$ cat config.mk
export PLATFORM = sky130hd
export DESIGN_NAME = mem_access_ctrl
export DESIGN_NICKNAME = d
export VERILOG_FILES = /design/src/rtl/mem_pkg.sv /design/src/rtl/mem_lane_align.sv /design/src/rtl/mem_access_ctrl.sv
export SDC_FILE = /design/constraint.sdc
export NUM_CORES = 1
export LEC_CHECK = 0
export CAP_MARGIN = 20
export CORE_ASPECT_RATIO = 0.6
export CORE_MARGIN = 2
export CORE_UTILIZATION = 48
export DETAILED_ROUTE_END_ITERATION = 10
export PLACE_DENSITY = 0.95
export SLEW_MARGIN = 20
export SYNTH_ARGS = -nofsm -noshare
export SYNTH_HDL_FRONTEND = slang
export SYNTH_SLANG_ARGS = --single-unit
$ cat constraint.sdc
create_clock -name clk -period 8.2 [get_ports clk]
set_clock_uncertainty 0.2 [all_clocks]
set_input_delay 1.64 -clock clk [delete_from_list [all_inputs] [get_ports clk]]
set_output_delay 1.64 -clock clk [all_outputs]
set_load 0.02 [all_outputs]
$ cat src/rtl/mem_pkg.sv
// Shared encodings and helpers for the MEM-stage data-memory access controller.
package mem_pkg;

  localparam logic [1:0] SZ_B = 2'b00;
  localparam logic [1:0] SZ_H = 2'b01;
  localparam logic [1:0] SZ_W = 2'b10;
  localparam logic [1:0] SZ_D = 2'b11;

  typedef enum logic [1:0] {
    ST_IDLE = 2'b00,
    ST_REQ  = 2'b01,
    ST_WAIT = 2'b10,
    ST_DONE = 2'b11
  } state_e;

  function automatic logic [7:0] size_mask(input logic [1:0] size);
    case (size)
      SZ_B:    return 8'h01;
      SZ_H:    return 8'h03;
      SZ_W:    return 8'h0F;
      default: return 8'hFF;
    endcase
  endfunction

endpackage

$ cat src/rtl/mem_lane_align.sv
// Byte-lane steering: store shift and byte enables, load extract/extend,
// and misalignment detection. Purely combinational.
module mem_lane_align
  import mem_pkg::*;
#(
  parameter int unsigned DATA_W = 32
) (
  input  logic [1:0]          size_i,
  input  logic                unsigned_i,
  input  logic [2:0]          addr_lo_i,
  input  logic [DATA_W-1:0]   wdata_i,
  input  logic [DATA_W-1:0]   rdata_i,
  output logic [DATA_W/8-1:0] be_o,
  output logic [DATA_W-1:0]   wdata_o,
  output logic [DATA_W-1:0]   rdata_o,
  output logic                misaligned_o
);

  localparam int unsigned BE_W  = DATA_W / 8;
  localparam int unsigned OFF_W = $clog2(BE_W);

  logic [OFF_W-1:0]  off;
  logic [OFF_W+2:0]  bit_sh;
  logic [DATA_W-1:0] lane_mask;
  logic [DATA_W-1:0] lane;
  int unsigned       nbits;
  logic              fill;

  assign off    = addr_lo_i[OFF_W-1:0];
  assign bit_sh = {off, 3'b000};

  always_comb begin
    be_o      = BE_W'(size_mask(size_i)) << off;
    lane_mask = '0;
    for (int unsigned i = 0; i < BE_W; i++) begin
      lane_mask[i*8 +: 8] = {8{be_o[i]}};
    end
    wdata_o = (wdata_i << bit_sh) & lane_mask;
  end

  always_comb begin
    lane  = rdata_i >> bit_sh;
    nbits = 32'd8 << size_i;
    case (size_i)
      SZ_B:    fill = ~unsigned_i & lane[7];
      SZ_H:    fill = ~unsigned_i & lane[15];
      SZ_W:    fill = ~unsigned_i & lane[31];
      default: fill = ~unsigned_i & lane[DATA_W-1];
    endcase
    rdata_o = '0;
    for (int unsigned i = 0; i < DATA_W; i++) begin
      rdata_o[i] = (i < nbits) ? lane[i] : fill;
    end
  end

  always_comb begin
    case (size_i)
      SZ_B:    misaligned_o = 1'b0;
      SZ_H:    misaligned_o = addr_lo_i[0];
      SZ_W:    misaligned_o = |addr_lo_i[1:0];
      default: misaligned_o = (DATA_W == 32) || (|addr_lo_i[2:0]);
    endcase
  end

endmodule

$ cat src/rtl/mem_access_ctrl.sv
// MEM-stage load/store controller: latches one request, runs it on the
// variable-latency data-memory port and returns a one-cycle response.
module mem_access_ctrl
  import mem_pkg::*;
#(
  parameter int unsigned DATA_W = 32,
  parameter int unsigned ADDR_W = 32
) (
  input  logic                clk,
  input  logic                rst_n,
  input  logic                req_valid,
  output logic                req_ready,
  input  logic                req_we,
  input  logic [1:0]          req_size,
  input  logic                req_unsigned,
  input  logic [ADDR_W-1:0]   req_addr,
  input  logic [DATA_W-1:0]   req_wdata,
  output logic                resp_valid,
  output logic [DATA_W-1:0]   resp_rdata,
  output logic                resp_err,
  output logic                dm_req,
  input  logic                dm_gnt,
  output logic                dm_we,
  output logic [ADDR_W-1:0]   dm_addr,
  output logic [DATA_W/8-1:0] dm_be,
  output logic [DATA_W-1:0]   dm_wdata,
  input  logic                dm_rvalid,
  input  logic [DATA_W-1:0]   dm_rdata
);

  localparam int unsigned BE_W  = DATA_W / 8;
  localparam int unsigned OFF_W = $clog2(BE_W);

  state_e              state_q, state_d;
  logic                we_q, we_d;
  logic                uns_q, uns_d;
  logic                err_q, err_d;
  logic [1:0]          size_q, size_d;
  logic [ADDR_W-1:0]   addr_q, addr_d;
  logic [DATA_W-1:0]   wdata_q, wdata_d;
  logic [DATA_W-1:0]   rdata_q, rdata_d;

  logic [1:0]          al_size;
  logic [2:0]          al_addr;
  logic [BE_W-1:0]     al_be;
  logic [DATA_W-1:0]   al_wdata;
  logic [DATA_W-1:0]   al_rdata;
  logic                al_mis;

  // One aligner serves both phases: live request fields in IDLE for the
  // misalignment decision, latched fields afterwards for the transaction.
  assign al_size = (state_q == ST_IDLE) ? req_size     : size_q;
  assign al_addr = (state_q == ST_IDLE) ? req_addr[2:0] : addr_q[2:0];

  mem_lane_align #(
    .DATA_W (DATA_W)
  ) u_align (
    .size_i       (al_size),
    .unsigned_i   (uns_q),
    .addr_lo_i    (al_addr),
    .wdata_i      (wdata_q),
    .rdata_i      (dm_rdata),
    .be_o         (al_be),
    .wdata_o      (al_wdata),
    .rdata_o      (al_rdata),
    .misaligned_o (al_mis)
  );

  always_ff @(posedge clk or negedge rst_n) begin
    if (!rst_n) begin
      state_q <= ST_IDLE;
      we_q    <= 1'b0;
      uns_q   <= 1'b0;
      err_q   <= 1'b0;
      size_q  <= '0;
      addr_q  <= '0;
      wdata_q <= '0;
      rdata_q <= '0;
    end else begin
      state_q <= state_d;
      we_q    <= we_d;
      uns_q   <= uns_d;
      err_q   <= err_d;
      size_q  <= size_d;
      addr_q  <= addr_d;
      wdata_q <= wdata_d;
      rdata_q <= rdata_d;
    end
  end

  always_comb begin
    state_d = state_q;
    we_d    = we_q;
    uns_d   = uns_q;
    err_d   = err_q;
    size_d  = size_q;
    addr_d  = addr_q;
    wdata_d = wdata_q;
    rdata_d = rdata_q;
    case (state_q)
      ST_IDLE: begin
        if (req_valid) begin
          we_d    = req_we;
          size_d  = req_size;
          uns_d   = req_unsigned;
          addr_d  = req_addr;
          wdata_d = req_wdata;
          rdata_d = '0;
          err_d   = al_mis;
          state_d = al_mis ? ST_DONE : ST_REQ;
        end
      end
      ST_REQ: begin
        if (dm_gnt) state_d = we_q ? ST_DONE : ST_WAIT;
      end
      ST_WAIT: begin
        if (dm_rvalid) begin
          rdata_d = al_rdata;
          state_d = ST_DONE;
        end
      end
      ST_DONE: state_d = ST_IDLE;
      default: state_d = ST_IDLE;
    endcase
  end

  always_comb begin
    req_ready  = (state_q == ST_IDLE);
    dm_req     = (state_q == ST_REQ);
    dm_we      = dm_req & we_q;
    dm_addr    = dm_req ? {addr_q[ADDR_W-1:OFF_W], {OFF_W{1'b0}}} : '0;
    dm_be      = dm_req ? al_be    : '0;
    dm_wdata   = dm_req ? al_wdata : '0;
    resp_valid = (state_q == ST_DONE);
    resp_rdata = resp_valid ? rdata_q : '0;
    resp_err   = resp_valid & err_q;
  end

endmodule
======== Word level (Yosys, flattened, before mapping) ========
Index checks and enable logic that the tools add are counted.
word-level totals
  register bits after elaboration ......... 103
  bits of input ports ..................... 105
  output and inout bits ................... 105
  word-level logic and storage cells ...... 116
cells by class
  order comparisons ....................... 32
  equal/unequal tests ..................... 8
  shift operators ......................... 4
  mux-type cells .......................... 50
  bitwise logic cells ..................... 7
  reductions and logical operators ........ 7
operator list
  operator                number
  $lt A5 B32 Y1 const A   16
  $lt A4 B32 Y1 const A   8
  $mux W32                5
  $lt A3 B32 Y1 const A   4
  $lt A1 B32 Y1 const A   2
  $lt A2 B32 Y1 const A   2
  $pmux W32 S2            1
  $mux W1                 33
  $and A32 B32 Y32        1
  $shl A32 B5 Y32         1
  $shl A4 B2 Y32 const A  1
  $shr A32 B5 Y32         1
  $mux W2                 6
  $pmux W4 S3             1
  $pmux W2 S4             1
  $eq A2 B2 Y1 const B    3
  $reduce_and A3 Y1       2
  $and A1 B1 Y1           5
  $eq A2 B1 Y1 const B    2
  $logic_not A2 Y1        2
  $mux W4                 1
  $ne A2 B2 Y1 const B    2
  $shl A4 B2 Y4           1
  $pmux W1 S3             1
  other kinds (6)         6

======== Logic depth before layout (Yosys ltp) ========
Gate-level depths: netlist of the first run.
  depth after elaboration ................. 8
  gate-level depth with buffers ........... 9

======== Hierarchy ========
Synthesis of the first run repeated with hierarchy kept, for this count alone.
second synthesis, totals
  cell total of the unflattened synthesis .. 576
  area total of the unflattened synthesis .. 6,180.9 µm²
by module, submodules not included
  module           times used  cells an instance  area an instance (µm²)  seq. area each (µm²)
  mem_access_ctrl  1           360                4,680.7                 2,577.5
  mem_lane_align   1           216                1,500.2                 0.0

======== Worst setup path after synthesis of the first run ========
OpenSTA, ideal clock, no wires.
  path type ............................... input -> output
  start point ............................. input req_addr[0]
  end point ............................... output dm_wdata[25]
  arrival time ............................ 3.155 ns
  required time ........................... 6.360 ns
  slack ................................... 3.205 ns
  stages on the path ...................... 5
  path through ............................ mux2i_4 -> buf_2 -> buf_2 -> nand2_1 -> a311oi_1
on the way
  cells in the longest elaborated chain, start to end .. 4
RTL lines
  element                                                  line                                        RTL
  start, declared                                          mem_access_ctrl.sv:16                       input logic [ADDR_W-1:0] req_addr,
  $mux W2 *                                                mem_access_ctrl.sv:53                       assign al_addr = (state_q == ST_IDLE) ? req_addr[2:0] : addr_q[2:0];
  $shl A32 B5 Y32 / $shl A4 B2 Y4 (equally long branches)  mem_lane_align.sv:38, mem_lane_align.sv:33
  $and A32 B32 Y32 *                                       mem_lane_align.sv:38                        wdata_o = (wdata_i << bit_sh) & lane_mask;
  $mux W32 *                                               mem_access_ctrl.sv:133                      dm_wdata = dm_req ? al_wdata : '0;
  end, declared                                            mem_access_ctrl.sv:26                       output logic [DATA_W-1:0] dm_wdata,
Mark *: on every way between the ends. The rest lies on a longest branch, timed or not.

======== Worst setup path in the final report of the first run ========
  start point ............................. input req_addr[0]
  end point ............................... output dm_wdata[23]
Same word-level chain as after synthesis.

==> results.toml, run 1 <==
[sta]
hold_ws_ns = 0.2823
slew_viol_final = 0
hold_viol_final = 0
setup_tns_ns = 0
max_freq_mhz = 157.3
period_share = 0.7751
rsz0062_at_grt = "false"
fin_crit_ns = 6.356
max-slew-margin-rel = 0.3416
setup_viol = 0
max_slew.worst_pin.slew_ns = 0.9832

[worst_setup_path]
critPathArrivalTime_ns = 4.52
r2r_end = "rdata_q[23]$_DFFE_PN0P_"
end_kind = "output port"
worst_setup_path_start_kind = "input pin"
startpoint = "req_addr[0]"
r2r_start = "state_q[0]$_DFFE_PN0P_"
cp_max_fo = 36
ff2ff_path_depth = 8
crit_path_end = "dm_wdata[23]"
worstSetupPathType = "in -> out"
critPathRequiredTime_ns = 6.36
ff2ff_setup_slack_ns = 4.73

[route]
viasPerCell = 5.636
drt_first_pass_iters = 5
drc = 0
num_vias = 4982
wl_per_cell_um = 19.02
drtIter0Drc = 367
detail_route.wirelength_mm = 16.81
ant_nets = 0

[clock_tree]
clock-sinks = 103
ctsHtreeMaxLevel = 3
holdBufCountCts = 0
clk_pin_slew_ns = 0.07
cts_setup_buffers = 0
root_buffer = "clkbuf_16"
cts_resized = 0
numCtsBuffers = 9
cts_buffer_depth = 2
cts_tree = "yes"
insertion_delay_ns = 0.33

[logic_synthesis]
postSynth.topFlopCell = "dfrtp_1"
ys_warn_count = 0
syn_avg_cell_area_um2 = 10.46
ys_seq_area_frac = 0.4632
yosysUniqueCellTypes = 48
async_reset_ff_frac = 1.000
synthCells = 532
synth_area_mm2 = 0.005564
ys_ff_latch = 103
synth-edff-count = 0

[worst_hold_path]
hp-class = "reg -> reg"
hp-start = "err_q$_DFFE_PN0P_"

[die]
io_pins = 210
start_util = 0.4925
die_area_mm2 = 0.01250
core_mm2 = 0.01130
die_w_um = 143.0
fp-row-count = 30
die_h_um = 87.40

[finish]
drive_gt1_frac = 0.1436
diodes = 0
fillers = 780
nets = 828
stdcell_area_mm2 = 0.008074
layout_commonest_cell = "clkdlybuf4s50_1"
final_cell_mix = "clkdlybuf4s50_1 (206), dfrtp_1 (103), nand2_1 (77), and2_1 (71), mux2_2 (68)"
area_delta_synth_final_pct = 45.11

[pwr]
ir_drop_v = 0.0002138
switching_share = 0.4196
p_clk_frac = 0.143
seq_power_share = 0.295
p_sw_w = 0.001293
total_leakage_power_nw = 3.420
power_frac_comb = 0.562
p_int_w = 0.001789
powerDensity_mw_per_mm2 = 381.8

[global_routing]
grt_max_degree = 71
grtUsageTotal = 0.2679
grt_pass1_wl_mm = 26.17
grt_pass1_vias = 5028
antenna_found_initial = 0
overflow = 0

[placed_design]
placed_cell_area_mm2 = 0.007721
io_buffers = 207
gp_congestion = 0.9747
dp_hpwl_mm = 12.23

[run_status]
outcome = "finished, final reports clean"

[run]
max-cap-violations = 0
## worst max-delay path, stage by stage
cell	delay, ns
clkdlybuf4s50_1	0.49
mux2_4	0.48
nor2_2	0.39
a21o_1	0.13
nand2_1	0.27
a311oi_1	0.41
clkdlybuf4s50_1	0.70
## layer usage
metal	vias to the layer above	global-route usage	routed length (um)
met5	-	0	0
met4	0	0.06841	183
met3	20	0.08301	1826
met2	309	0.4354	7752
met1	2405	0.3520	7047
li1	2248	-	-
## how the worst min path moves through the flow
stage / endpoint / slack [ns] / cells past startpoint
2_1_floorplan: err_q$_DFFE_PN0P_ / 0.24 / 2
3_3_place_gp: err_q$_DFFE_PN0P_ / 0.27 / 2
3_5_place_dp: err_q$_DFFE_PN0P_ / 0.27 / 2
4_1_cts: err_q$_DFFE_PN0P_ / 0.29 / 2
5_1_grt: rdata_q[2]$_DFFE_PN0P_ / 0.31 / 1
6_report: err_q$_DFFE_PN0P_ / 0.28 / 2
## synthesized netlist by cell type (2+ instances only)
master    instances  area [um^2]
inv_1             9        33.78
a311oi_1         12        105.1
nand2_1          78        292.8
a31oi_1           2        12.51
a211oi_1          4        30.03
nand2b_1          3        18.77
and3_1            8        50.05
and2_1           71        444.2
a32o_1            7        70.07
nor2b_1           2        12.51
nand3_1           8        40.04
nor3b_1           2        15.01
ha_1              4        50.05
a21oi_1          14        70.07
nor2_1           16        60.06
buf_6             2        22.52
mux2i_1          24        240.2
buf_1             6        22.52
a22o_1            8        70.07
a221o_1           8        80.08
buf_2             6        30.03
clkbuf_1         22        82.58
mux2_2           68        765.7
o211ai_1         11        82.58
dfrtp_1         103         2577
buf_4             2        15.01
o21ai_0          11        55.05
## metrics by stage
step | total power (W) | setup WS (ns) | utilization | cells
finish | 0.003082 | 1.844 | 0.7146 | 884
global route | 0.003269 | 1.789 | 0.7146 | 884
CTS | 0.003056 | 1.731 | 0.7109 | 883
detailed placement | 0.002603 | 1.734 | 0.6834 | 867
global placement | 0.002529 | 1.932 | 0.6834 | 867
floorplan | 0.001979 | 3.205 | - | 533
## final cells by class
class / instances / area [um^2] / area share
multi-input cells: 383 / 2818 / 0.3490
inverters: 9 / 33.78 / 0.004184
flip-flops and latches: 103 / 2577 / 0.3192
clock inverters: 4 / 53.80 / 0.006664
repair buffers: 213 / 2135 / 0.2644
well taps: 160 / 200.2 / 0.02479
clock buffers: 12 / 256.5 / 0.03177
## kinds of logic (layout without fill, tap and decap cells)
kind of cell | Yosys count | count (layout) | synth area share
compound gates | 88 | 88 | 0.1232
fa+ha+maj | 4 | 4 | 0.008995
buf+inv | 47 | 238 | 0.03710
flops | 103 | 103 | 0.4632
mux | 95 | 95 | 0.1900
other cells | 1 | 2 | 0.0006740
simple gates | 194 | 194 | 0.1767
## registers in the layout (all words and copies together), names as in the netlist
signal and cells:
addr_q 32, uns_q 1, rdata_q 32, we_q 1, wdata_q 32, err_q 1
state_q 2, size_q 2
## power by group through the flow
stage	Combinational (W)	Sequential, W	Clock [W]
detailed placement	0.00169	0.000909	0
finish	0.00173	0.000910	0.000440
global placement	0.00164	0.000890	0
global route	0.00187	0.000933	0.000469
floorplan	0.00114	0.000842	0
CTS	0.00170	0.000903	0.000450
Power figures use the tool's default switching activity.
==> run 2: changes to the inputs <==
CORE_UTILIZATION = 45   (was 48)
PLACE_DENSITY = 0.91   (was 0.95)
clock period = 6.3 ns   (was 8.2 ns; I/O delays follow)
==> run 2 against run 1 <==
  * Die area rose by 6.4%
  * Cell area fell by 0.28%
  * Setup slack lost 1.1 ns
  * Via count up 0.32%
  * Critical path depth did not move
  * Hold slack better by 0.0028 ns
  * Critical endpoint is now dm_wdata[21]
==> results.toml, run 2 (same netlist as run 1, synthesis figures left out) <==
[run_status]
outcome = "finished, final reports clean"

[route]
num_vias = 4998
drc = 0
viasPerCell = 5.609
drt_first_pass_iters = 5
wl_per_cell_um = 18.89
drtIter0Drc = 319
detail_route.wirelength_mm = 16.83
ant_nets = 0

[die]
fp-row-count = 31
die_w_um = 147.6
die_area_mm2 = 0.01330
core_mm2 = 0.01206
start_util = 0.4613
die_h_um = 90.13
io_pins = 210

[pwr]
powerDensity_mw_per_mm2 = 491.1
ir_drop_v = 0.0002460
finalPower_w = 0.003954
total_leakage_power_nw = 3.420

[sta]
max-slew-margin-rel = 0.3432
hold_viol_final = 0
max_slew.worst_pin.slew_ns = 0.9816
setup_viol = 0
rsz0062_at_grt = "false"
fin_crit_ns = 5.598
period_share = 0.8886
slew_viol_final = 0
max_freq_mhz = 178.6
setup_tns_ns = 0

[worst_setup_path]
slowest_delay_ns = 0.69
cpLargestDelayFamily = "buffers and inverters"
crit_top_cell = "clkdlybuf4s50_1"
worst_setup_path_start_kind = "input pin"
cp_cell_sequence = "clkdlybuf4s50_1, mux2_4, nor2_2, a21o_1, nand2_1, a311oi_1, clkdlybuf4s50_1"
critPathArrivalTime_ns = 4.14
cp_max_fo = 36
startpoint = "req_addr[0]"
worstPathBufferInverterCount = 2
cpMaxStageDelayCell = "clkdlybuf4s50_1"
end_kind = "output port"
r2r_start = "state_q[0]$_DFFE_PN0P_"
worstSetupPathType = "in -> out"
critPathRequiredTime_ns = 4.84

[finish]
layout_commonest_cell = "clkdlybuf4s50_1"
area_delta_synth_final_pct = 44.70
stdcell_area_mm2 = 0.008051
drive_gt1_frac = 0.1460
fillers = 903
final_cells = 891
multi_input_area_mm2 = 0.002815
nets = 830
final_cell_mix = "clkdlybuf4s50_1 (206), dfrtp_1 (103), nand2_1 (77), and2_1 (71), mux2_2 (68)"
reg_top3 = "addr_q (32), rdata_q (32), wdata_q (32)"
area.sequential_mm2 = 0.002577
diodes = 0

[clock_tree]
ctsHtreeMaxLevel = 3
numCtsBuffers = 9
insertion_delay_ns = 0.34
holdBufCountCts = 0
cts_resized = 0
cts_tree = "yes"
root_buffer = "clkbuf_16"
clk_pin_slew_ns = 0.07
clock-sinks = 103
cts_setup_buffers = 0
cts_buffer_depth = 2

[global_routing]
grt_max_degree = 77
antenna_found_initial = 1
grt_pass1_vias = 5146
grtUsageTotal = 0.2516
overflow = 0
grt_pass1_wl_mm = 26.68

[worst_hold_path]
hp-class = "reg -> reg"
hp-start = "err_q$_DFFE_PN0P_"

[placed_design]
dp_hpwl_mm = 12.23
gp_congestion = 0.8914
placed_cell_area_mm2 = 0.007750
numPlacedInstances = 875
io_buffers = 207

[run]
max-cap-violations = 0
[run 2: cell count changes in the layout (fill, tap and decap cells not counted), sizes merged]
cell      change
inv           +3
buf           +2
clkbuf        -2
bufinv        -1
clkinv        +1
clkinvlp      -1
[run 2: stage by stage]
| step | hold WS, ns | setup WS (ns) | util |
|---|---|---|---|
| detailed placement | 0.2740 | 0.7722 | 0.6425 |
| CTS | 0.2932 | 0.7775 | 0.6664 |
| global placement | 0.2689 | 0.9107 | 0.6425 |
| global route | 0.2980 | 0.6146 | 0.6675 |
| floorplan | 0.2424 | 2.065 | - |
| finish | 0.2851 | 0.7021 | 0.6675 |
[run 2: cell type report]
type / instances / share of cell area
clock buffer: 10 / 0.02968
clock inverter: 6 / 0.006216
inverter: 9 / 0.004196
multi-input combinational: 383 / 0.3497
sequential: 103 / 0.3201
tap: 165 / 0.02564
timing repair buffer: 215 / 0.2645
[run 2: layer usage]
| layer | vias up | GRT usage | wire, um |
|---|---|---|---|
| met5 | - | 0 | 13 |
| met4 | 2 | 0.05128 | 155 |
| met3 | 23 | 0.09746 | 2006 |
| met2 | 308 | 0.3810 | 7371 |
| met1 | 2414 | 0.3456 | 7285 |
| li1 | 2251 | - | - |
[run 2: final timing paths]
kind                       cells after the start  slack (ns)                 endpoint
max reg2reg                                    8        3.12  rdata_q[22]$_DFFE_PN0P_
max                                            7        0.70             dm_wdata[21]
max in group asynchronous                      2        3.95  rdata_q[31]$_DFFE_PN0P_
min in group asynchronous                      1        0.63  rdata_q[11]$_DFFE_PN0P_
min                                            2        0.29        err_q$_DFFE_PN0P_
min reg2reg                                    2        0.29        err_q$_DFFE_PN0P_
[run 2: where the power goes]
part | internal, W | total, W | switching (W)
clock network | 0.000285 | 0.000535 | 0.000251
logic | 0.00102 | 0.00225 | 0.00122
registers | 0.000963 | 0.00117 | 0.000211
[run 2: tightest hold or removal path: cells and delay by family, from the launching register on]
kind             cells  cell delay (ns)
AO/OA/AOI/OAI        1             0.07
AND/OR/NAND/NOR      1             0.05
flip-flops           1             0.34
==> run 3: changes to the inputs <==
REMOVE_ABC_BUFFERS = 1   (was not set)
==> run 3 against run 2 <==
  * Via count decreased by 2.5%
  * Total power fell by 1.5%
  * Hold slack is essentially flat
  * Non-clock buffer count shrank 3
  * First-iteration DRC count down 24%
  * Cell area is 0.45% lower
  * Clock power fell by 2%
  * Utilization shrank 0.30 points
  * Critical endpoint is now dm_wdata[18]
  * Largest cell class unchanged
  * Largest power group unchanged
==> results.toml, run 3 (same netlist as run 1, synthesis figures left out) <==
[pwr]
powerDensity_mw_per_mm2 = 486.0
total_leakage_power_nw = 3.397
finalPower_w = 0.003896
ir_drop_v = 0.0002923

[die]
start_util = 0.4613
core_mm2 = 0.01206
fp-row-count = 31
io_pins = 210
die_h_um = 90.13
die_area_mm2 = 0.01330
die_w_um = 147.6

[clock_tree]
cts_tree = "yes"
cts_resized = 0
clock-sinks = 103
holdBufCountCts = 0
root_buffer = "clkbuf_16"
cts_setup_buffers = 0
numCtsBuffers = 9
ctsHtreeMaxLevel = 3
insertion_delay_ns = 0.34
cts_buffer_depth = 2
clk_pin_slew_ns = 0.07

[sta]
hold_viol_final = 0
setup_ws_ns = 0.6666
setup_viol = 0
max-slew-margin-rel = 0.2370
max_freq_mhz = 177.5
fin_crit_ns = 5.633
max_slew.worst_pin.slew_ns = 1.141
slew_viol_final = 0
setup_tns_ns = 0
period_share = 0.8942
rsz0062_at_grt = "false"

[finish]
diodes = 0
reg_top3 = "addr_q (32), rdata_q (32), wdata_q (32)"
area.sequential_mm2 = 0.002577
nets = 827
layout_commonest_cell = "clkdlybuf4s50_1"
fillers = 883
drive_gt1_frac = 0.1425
stdcell_area_mm2 = 0.008015
final_cell_mix = "clkdlybuf4s50_1 (206), dfrtp_1 (103), nand2_1 (77), and2_1 (71), mux2_2 (68)"
multi_input_area_mm2 = 0.002810
fin_util = 0.6645
area_delta_synth_final_pct = 44.05

[worst_setup_path]
end_kind = "output port"
critPathRequiredTime_ns = 4.84
cp_max_fo = 36
critPathArrivalTime_ns = 4.17
worst_setup_path_start_kind = "input pin"
worstSetupPathType = "in -> out"

[route]
num_vias = 4872
wl_per_cell_um = 18.10
drt_first_pass_iters = 4
ant_nets = 0
drc = 0
detail_route.wirelength_mm = 16.08
viasPerCell = 5.486
drtIter0Drc = 243

[global_routing]
grtUsageTotal = 0.2469
grt_pass1_wl_mm = 26.32
overflow = 0
grt_pass1_vias = 4969
grt_max_degree = 57
antenna_found_initial = 0

[placed_design]
gp_congestion = 0.8710
place_worst_setup_slack_ns = 0.6909
dp_hpwl_mm = 11.76
io_buffers = 207
placed_cell_area_mm2 = 0.007727

[run_status]
outcome = "finished, final reports clean"

[run]
max-cap-violations = 0

[worst_hold_path]
hp-class = "reg -> reg"
-- run 3: final timing paths --
path	slack, ns	start	cells after the start	end
worst max-delay path	0.67	req_addr[0]	7	dm_wdata[18]
worst min-delay path	0.29	err_q$_DFFE_PN0P_	2	err_q$_DFFE_PN0P_
worst max register to register	2.73	state_q[0]$_DFFE_PN0P_	7	rdata_q[23]$_DFFE_PN0P_
worst min register to register	0.29	err_q$_DFFE_PN0P_	2	err_q$_DFFE_PN0P_
max in group asynchronous	4.04	rst_n	2	wdata_q[20]$_DFFE_PN0P_
min in group asynchronous	0.75	rst_n	1	addr_q[22]$_DFFE_PN0P_
-- run 3: final cells by class --
| cell class | count | share of cell area |
|---|---|---|
| clock buffers | 9 | 0.02810 |
| repair buffers | 212 | 0.2629 |
| flip-flops and latches | 103 | 0.3216 |
| well taps | 165 | 0.02576 |
| inverters | 9 | 0.004215 |
| clock inverters | 7 | 0.006869 |
| multi-input cells | 383 | 0.3506 |
-- run 3: metal layers --
layer / vias up / GRT usage / part of all wire
met1: 2325 / 0.3325 / 0.42
met5: - / 0 / 0
met4: 0 / 0.05849 / 0.012
met3: 20 / 0.09848 / 0.12
met2: 275 / 0.3752 / 0.44
li1: 2252 / - / -
-- run 3: where the power goes --
| part | internal (W) | switching, W | leakage [nW] |
|---|---|---|---|
| logic | 0.00101 | 0.00119 | 1.98 |
| registers | 0.000964 | 0.000202 | 1.27 |
| clock network | 0.000273 | 0.000252 | 0.138 |
-- run 3: through the flow --
stage	cells	hold WS [ns]
final	888	0.2852
after global routing	888	0.3109
after CTS	888	0.2929
after detailed placement	872	0.2772
after global placement	872	0.2685
after floorplan	495	0.2424
-- run 3: critical path: stages --
cell and delay [ns]:
clkdlybuf4s50_1 0.51, mux2_4 0.48, nor2_2 0.40, a21o_1 0.13
nand2_1 0.28, a311oi_1 0.45, clkdlybuf4s50_1 0.68
